<file path="src/rtl/digital_tube_scan_ctrl.sv">
// digital_tube_scan_ctrl: bus-mapped scan controller for tube0/tube1 (4 digits, multiplexed) and tube2 (1 digit).
// Optional leading-zero suppression on CTRL[10] is built only when TUBE_LZ_SUPPRESS_EN is defined.
module digital_tube_scan_ctrl #(
  parameter int SCAN_DIV = 50000
) (
  input  logic        clk,
  input  logic        reset,
  input  logic [1:0]  addr,
  input  logic        we,
  input  logic [31:0] wdata,
  output logic [31:0] rdata,
  output logic [7:0]  digital_tube0,
  output logic [3:0]  digital_tube_sel0,
  output logic [7:0]  digital_tube1,
  output logic [3:0]  digital_tube_sel1,
  output logic [7:0]  digital_tube2,
  output logic        digital_tube_sel2
);
  localparam int DW = $clog2(SCAN_DIV);

  logic [31:0]   data0_q;
  logic [3:0]    data1_q;
  logic [9:0]    ctrl_q;
  logic [DW-1:0] div_q, div_d;
  logic [1:0]    idx_q, idx_d;
  logic [7:0]    tube0_q, tube1_q, tube2_q;
  logic [3:0]    sel0_q, sel1_q;
  logic          sel2_q;
  logic          wrap, lz_en, lz0, lz1, blank0, blank1, blank2;
  logic [3:0]    nib0, nib1;
  logic [8:0]    mask;

  function automatic logic [7:0] seg7(input logic [3:0] h);
    case (h)
      4'h0: seg7 = 8'hc0;
      4'h1: seg7 = 8'hf9;
      4'h2: seg7 = 8'ha4;
      4'h3: seg7 = 8'hb0;
      4'h4: seg7 = 8'h99;
      4'h5: seg7 = 8'h92;
      4'h6: seg7 = 8'h82;
      4'h7: seg7 = 8'hf8;
      4'h8: seg7 = 8'h80;
      4'h9: seg7 = 8'h90;
      4'ha: seg7 = 8'h88;
      4'hb: seg7 = 8'h83;
      4'hc: seg7 = 8'hc6;
      4'hd: seg7 = 8'ha1;
      4'he: seg7 = 8'h86;
      default: seg7 = 8'h8e;
    endcase
  endfunction

  always_comb begin
    wrap  = div_q == DW'(SCAN_DIV - 1);
    div_d = wrap ? '0 : div_q + DW'(1);
    idx_d = idx_q + 2'(wrap);
  end

  always_ff @(posedge clk) begin
    if (reset) begin
      data0_q <= '0;
      data1_q <= '0;
      ctrl_q  <= 10'h001;
      div_q   <= '0;
      idx_q   <= '0;
    end else begin
      if (we && addr == 2'd0) data0_q <= wdata;
      if (we && addr == 2'd1) data1_q <= wdata[3:0];
      if (we && addr == 2'd2) ctrl_q <= wdata[9:0];
      div_q <= div_d;
      idx_q <= idx_d;
    end
  end

`ifdef TUBE_LZ_SUPPRESS_EN
  logic lz_q;
  always_ff @(posedge clk) begin
    if (reset) lz_q <= 1'b0;
    else if (we && addr == 2'd2) lz_q <= wdata[10];
  end
  // a digit is a leading zero when it and every higher digit of its group is zero
  assign lz_en = lz_q;
  assign lz0 = lz_q && idx_q != 2'd0 && (data0_q[15:0] >> {idx_q, 2'b00}) == 16'h0;
  assign lz1 = lz_q && idx_q != 2'd0 && (data0_q[31:16] >> {idx_q, 2'b00}) == 16'h0;
`else
  assign lz_en = 1'b0;
  assign lz0 = 1'b0;
  assign lz1 = 1'b0;
`endif

  always_comb begin
    mask   = ctrl_q[9:1];
    nib0   = data0_q[{idx_q, 2'b00} +: 4];
    nib1   = data0_q[{1'b1, idx_q, 2'b00} +: 4];
    blank0 = mask[{2'b00, idx_q}] | lz0;
    blank1 = mask[{2'b01, idx_q}] | lz1;
    blank2 = mask[8];
  end

  always_ff @(posedge clk) begin
    if (reset || !ctrl_q[0]) begin
      tube0_q <= 8'hff;
      tube1_q <= 8'hff;
      tube2_q <= 8'hff;
      sel0_q  <= '0;
      sel1_q  <= '0;
      sel2_q  <= 1'b0;
    end else begin
      tube0_q <= blank0 ? 8'hff : seg7(nib0);
      tube1_q <= blank1 ? 8'hff : seg7(nib1);
      tube2_q <= blank2 ? 8'hff : seg7(data1_q);
      sel0_q  <= 4'b0001 << idx_q;
      sel1_q  <= 4'b0001 << idx_q;
      sel2_q  <= 1'b1;
    end
  end

  always_comb
    rdata = addr == 2'd0 ? data0_q :
            addr == 2'd1 ? {28'b0, data1_q} :
            addr == 2'd2 ? {21'b0, lz_en, ctrl_q} : {30'b0, idx_q};

  assign digital_tube0     = tube0_q;
  assign digital_tube1     = tube1_q;
  assign digital_tube2     = tube2_q;
  assign digital_tube_sel0 = sel0_q;
  assign digital_tube_sel1 = sel1_q;
  assign digital_tube_sel2 = sel2_q;
endmodule

</file>
<file path="config.mk">
export PLATFORM = sky130hd
export DESIGN_NAME = digital_tube_scan_ctrl
export DESIGN_NICKNAME = d
export VERILOG_FILES = /design/src/rtl/digital_tube_scan_ctrl.sv
export SDC_FILE = /design/constraint.sdc
export NUM_CORES = 1
export LEC_CHECK = 0
export BUFFER_PORTS_ARGS = -buffer_cell sky130_fd_sc_hd__buf_2
export CORE_MARGIN = 5
export CORE_UTILIZATION = 54
export DETAILED_ROUTE_END_ITERATION = 12
export PLACE_DENSITY_LB_ADDON = 0.08
export SYNTH_ARGS = -nofsm -noshare
export SYNTH_HDL_FRONTEND = slang
export SYNTH_SLANG_ARGS = --single-unit
</file>
<file path="constraint.sdc">
create_clock -name clk -period 2.6 [get_ports clk]
set_input_delay 0.13 -clock clk [delete_from_list [all_inputs] [get_ports clk]]
set_output_delay 0.13 -clock clk [all_outputs]
set_load 0.01 [all_outputs]
</file>
# ---- Word level (Yosys, flattened, before mapping)
# Memory sizes are Yosys's and may differ from the RTL's. A register that Yosys moved wholly into a read port is not among the register bits.
# Cells that the tools add are included.
dict set report op_classes {
  shifts 3
  reduce_logical 10
  mux 8
  n_eq_ne 3
  add_sub_neg 2
  n_lt_le_gt_ge 2
}
# operator n
set ops {}
lappend ops {{$mux 32} 1}
lappend ops {{$shiftx 32x5->4} 1}
lappend ops {{$shiftx 32x6->4} 1}
lappend ops {{$mux 10} 2}
lappend ops {{$add 16x1->16 const B} 1}
lappend ops {{$eq 16x16->1 const B} 1}
lappend ops {{$reduce_or 2->1} 4}
lappend ops {{$lt 2x5->1 const B} 1}
lappend ops {{$lt 3x5->1 const B} 1}
lappend ops {{$bmux 1 s2} 2}
lappend ops {{$shl 1x2->4 const A} 1}
lappend ops {{$logic_and 1x1->1} 3}
lappend ops {{$mux 1} 3}
lappend ops {{$add 2x1->2} 1}
lappend ops {{$eq 2x1->1 const B} 1}
lappend ops {{$eq 2x2->1 const B} 1}
lappend ops {{$logic_not 2->1} 1}
lappend ops {{$logic_not 1->1} 1}
lappend ops {{$logic_or 1x1->1} 1}
dict set report word_totals {
  input_bits 37
  out_inout_bits 65
  regBits 93
  mem_bits_ro 336
  memories 3
}
# name words word_bits read_ports rd_ports_with_merged_regs wr line_no
set mem_list {}
lappend mem_list {{(name not given)} 16 7 1 1 0 34} ;# case (h)
lappend mem_list {{(name not given)} 16 7 1 1 0 34}
lappend mem_list {{(name not given)} 16 7 1 1 0 34}

# ---- Logic depth before layout (Yosys ltp)
dict set report depth {
  ltp_word 4
  ltp_mapped 9
  ltp_nobuf 7
}

# ---- Worst setup path before layout
# OpenSTA, ideal clock, no wires.
dict set report synth_path {
  kind {register to register}
  start {reg idx_q[0]}
  end {reg tube1_q[3], in the netlist digital_tube1[3]}
  t_arrival_ns 2.137
  stages_incl_launch_ff 9
  slack_ns 0.336
  path_buffers 2
  path_cell_list {dfxtp_1 > buf_6 > buf_2 > mux4_2 > inv_1 > ha_1 > inv_1 > mux4_2 > nand2b_1}
}
dict set report synth_between {
  elab_chain_cells 3
}
# item line_no
set synth_lines {}
lappend synth_lines {{from (decl)} 25} ;# logic [1:0] idx_q, idx_d;
lappend synth_lines {{from (signal assigned)} 72} ;# idx_q <= idx_d;
lappend synth_lines {{parallel branches: the longest is 3 deep, another holds $shiftx 32x6->4} -}
lappend synth_lines {{to (decl)} 26} ;# logic [7:0] tube0_q, tube1_q, tube2_q;
# Several ways; the timed one is not identified. The select of a mux whose other input is x is not followed.
# A chain may end at the register's enable or synchronous reset.

# ---- Worst setup path after layout
# Same ends and word-level chain as after synthesis.

==> flow_summary.rst <==
.. list-table::
   :header-rows: 1

   * - Metric
     - Value
   * - Count of cell types in the netlist
     - between 40 and 50
   * - Largest net degree at the start of global routing
     - ~50
   * - Maximum fanout count along the critical path
     - 9
   * - Data required time of the critical path
     - approximately 2.8 ns
   * - Initial detailed-routing violation count
     - approximately 190
   * - Yosys warning total
     - 0
   * - Share of post-route cells with drive strength above 1
     - a little under a quarter
   * - Power density cells
     - 531 nW/um2
   * - Final HPWL DP
     - roughly 7600 um
   * - Remaining routing DRC violations
     - 0
   * - Worst r2r src
     - idx_q[0]$_SDFF_PP0_
   * - Clock skew after layout
     - about 0.014 ns
   * - # Post-CTS Setup Buffers
     - 0
   * - Flip-flop cell with the highest count after synthesis
     - dfxtp_1
   * - Vias in the first global route
     - between 3,000 and 4,000
   * - Wire length of the first global-routing pass
     - ~17,000 um
   * - Die height
     - 100 um
   * - Result of the run
     - finished clean
   * - CP endpoint kind
     - register
   * - Clock tree from TritonCTS
     - done
   * - Setup repair after global routing missed its margin
     - no
   * - Effective utilization at floorplan
     - between 50% and 60%
   * - Flip-flop and latch count after synthesis
     - 90
   * - Data arrival time of the worst path
     - roughly 2.6 ns
   * - Smallest hold slack
     - roughly 0.012 ns
   * - Placeable core region
     - ~8100 um2
   * - Startpoint Class
     - register
   * - Vias post-DR
     - 3,813
   * - Syn-to-layout area delta
     - 19.1%
   * - EDFF count, synth
     - 0
   * - Deepest clock path buffer count
     - 2
   * - Total Routing Usage GR
     - 21.4%
   * - Beginning of the critical path
     - idx_q[0]$_SDFF_PP0_
   * - Most common cell after layout, fill and taps aside
     - buf_2
   * - Critical setup path kind
     - reg2reg
   * - Slew Limit Fails
     - 0
   * - Highest-count cells in the layout ignoring fill and taps
     - buf_2 (98), nand2_1 (96), dfxtp_1 (90)
   * - P_leak
     - between 2 and 2.5 nW
   * - Layout Cell Area excl Fill
     - 5250 um2
   * - Detailed-route wire length
     - between 10,000 and 15,000 um
   * - Worst reg2reg path depth
     - 6
   * - Initial antenna violation count
     - 1
   * - CP endpoint
     - digital_tube1[3]$_SDFF_PP1_
   * - Async set-reset flop share out of synthesis
     - 0%
   * - Reg2reg end
     - digital_tube1[3]$_SDFF_PP1_
   * - Clock net sink count
     - 90
   * - Gp weighted congestion
     - 0.874
   * - Worst min-delay path category
     - in2reg
   * - Input/output buffers
     - 98
   * - Global-route congestion overflow total
     - 0
   * - Final critical-path required period
     - between 2 and 2.5 ns
   * - X dimension of the die
     - 100 um
   * - Area of placed instances
     - 4920 um2
   * - Maximum level of the CTS H-tree
     - 3
   * - Register-to-register setup slack
     - approximately 0.22 ns
   * - Setup-failing EPs final
     - 0
   * - Root Driver
     - clkbuf_8
   * - Average wire per cell in the routed design
     - around 15 um
   * - Syn_area_per_cell
     - 8.80 um2
   * - Clock latency at the later pin of the worst-skew pair
     - around 0.36 ns
   * - Final net count
     - 652
   * - Reg clk slew, reported paths
     - ~0.090 ns
   * - Count of endpoints failing hold in the final timing report
     - 0
   * - Number of core rows
     - 33
   * - Number of buffers added by the clock tree synthesis step
     - 9
   * - Worst slew slack as a fraction of its limit
     - a little under 60%
   * - Antenna viol nets, final
     - 0
   * - Maximum clock frequency
     - 0.421 GHz
   * - Worst-margin pin slew
     - 0.605 ns
   * - Ports
     - slightly above 100
   * - Number of max-capacitance violations reported
     - 0
   * - Number of optimization iterations in the first detailed-route pass
     - 4
   * - Via count normalized by instance count
     - about 5.4
   * - Setup_tns
     - 0 ns
   * - Number of diodes
     - 0
   * - Final critical-path share of the clock period
     - ~91%
   * - Worst vdd rail ir drop
     - between 200 and 300 uV
   * - Portion of the post-synthesis area used by sequential elements
     - a little over 40%
   * - Cell count after synthesis
     - approximately 500
   * - Cell area after synthesis
     - between 4000 and 5000 um2
   * - Area of the die
     - approximately 10,000 um2
## worst min-delay path by stage
stage / from / to / slack (ns) / depth (start not counted)
2_1_floorplan: wdata[12] / data0_q[12]$_SDFFE_PP0P_ / 0.27 / 2
3_3_place_gp: wdata[15] / data0_q[15]$_SDFFE_PP0P_ / 0.37 / 3
3_5_place_dp: wdata[14] / data0_q[14]$_SDFFE_PP0P_ / 0.38 / 3
4_1_cts: wdata[16] / data0_q[16]$_SDFFE_PP0P_ / 0.0006 / 3
5_1_grt: wdata[31] / data0_q[31]$_SDFFE_PP0P_ / 0.007 / 3
6_report: wdata[27] / data0_q[27]$_SDFFE_PP0P_ / 0.01 / 3
## repair_timing
| item | CTS | global route |
|---|---|---|
| gates resized for setup | 0 | 0 |
| setup endpoints to repair | 0 | 0 |
| hold buffers | 12 | 0 |
| hold endpoints to repair | 12 | 0 |
## where the power goes
part           switching (mW)  internal [mW]  total [mW]
combinational           0.173          0.136       0.310
clock                   0.500          0.502        1.00
sequential             0.0387           1.44        1.48
## kinds of logic (layout without fill, tap and decap cells)
| family | Yosys count | in the layout | share of synthesized area, % |
|---|---|---|---|
| muxes | 32 | 32 | 11.6 |
| and+or+nand+nor | 210 | 210 | 22.7 |
| DFF | 90 | 90 | 40.9 |
| adders and majority gates | 20 | 20 | 5.68 |
| xor gates and xnor gates | 16 | 16 | 3.18 |
| AOI/OAI and AO/OA | 80 | 80 | 10.6 |
| buffers and inverters | 52 | 149 | 5.39 |
| other | 1 | 3 | 0.0851 |
## critical path, stage by stage (launching register included)
cell and delay [ns]:
dfxtp_1 0.67, mux4_2 0.64, inv_1 0.15, ha_1 0.18, inv_1 0.04, mux4_2 0.43
nand2b_1 0.14
## per-layer routing
layer	up-vias	global-route usage, %	wire [um]
li1	1884	-	-
met1	1793	27.1	4440
met2	116	37.4	5320
met3	18	3.68	632
met4	2	6.42	201
met5	-	0	7
## through the flow
step	setup slack [ns]	power (mW)	util, %	std cells
floorplan	0.336	1.69	-	503
global placement	0.302	1.80	60.8	677
detailed placement	0.230	1.81	60.8	677
CTS	0.223	2.81	64.9	705
global route	0.0559	2.91	64.9	705
finish	0.222	2.79	64.9	705
## cells in the mapped netlist, types with 3 or more instances
cell type | number | area (um2)
buf_1 | 3 | 11.3
buf_2 | 4 | 20.0
xnor2_1 | 5 | 43.8
ha_1 | 20 | 250
dfxtp_1 | 90 | 1800
mux2i_1 | 16 | 160
buf_4 | 8 | 60.1
mux4_2 | 15 | 338
nor2_1 | 30 | 113
clkbuf_1 | 22 | 82.6
o221ai_1 | 8 | 70.1
and2_1 | 24 | 150
nor2b_1 | 4 | 25.0
nand3_1 | 20 | 100
o21ai_0 | 8 | 40.0
xor2_1 | 11 | 96.3
and4_1 | 3 | 26.3
inv_1 | 14 | 52.6
and3_1 | 3 | 18.8
nand3b_1 | 3 | 22.5
nand2b_1 | 7 | 43.8
nand2_1 | 96 | 360
nand4_1 | 5 | 31.3
a21oi_1 | 50 | 250
o211ai_1 | 9 | 67.6
## state kept, by name, indices dropped and copies added (netlist names)
name and flops:
digital_tube2 7, div_q 16, digital_tube_sel1 4, digital_tube_sel2 1, data0_q 32, digital_tube0 7
digital_tube1 7, ctrl_q 10, idx_q 2, data1_q 4
## final cells by class
cell class	instances	area (um2)
Clock buffer	11	151
Clock inverter	5	60.1
Fill cell	712	2840
Inverter	14	52.6
Multi-Input combinational cell	361	2370
Sequential cell	90	1800
Tap cell	105	131
Timing Repair Buffer	119	678
No activity file was read; power rests on OpenSTA's default activity.
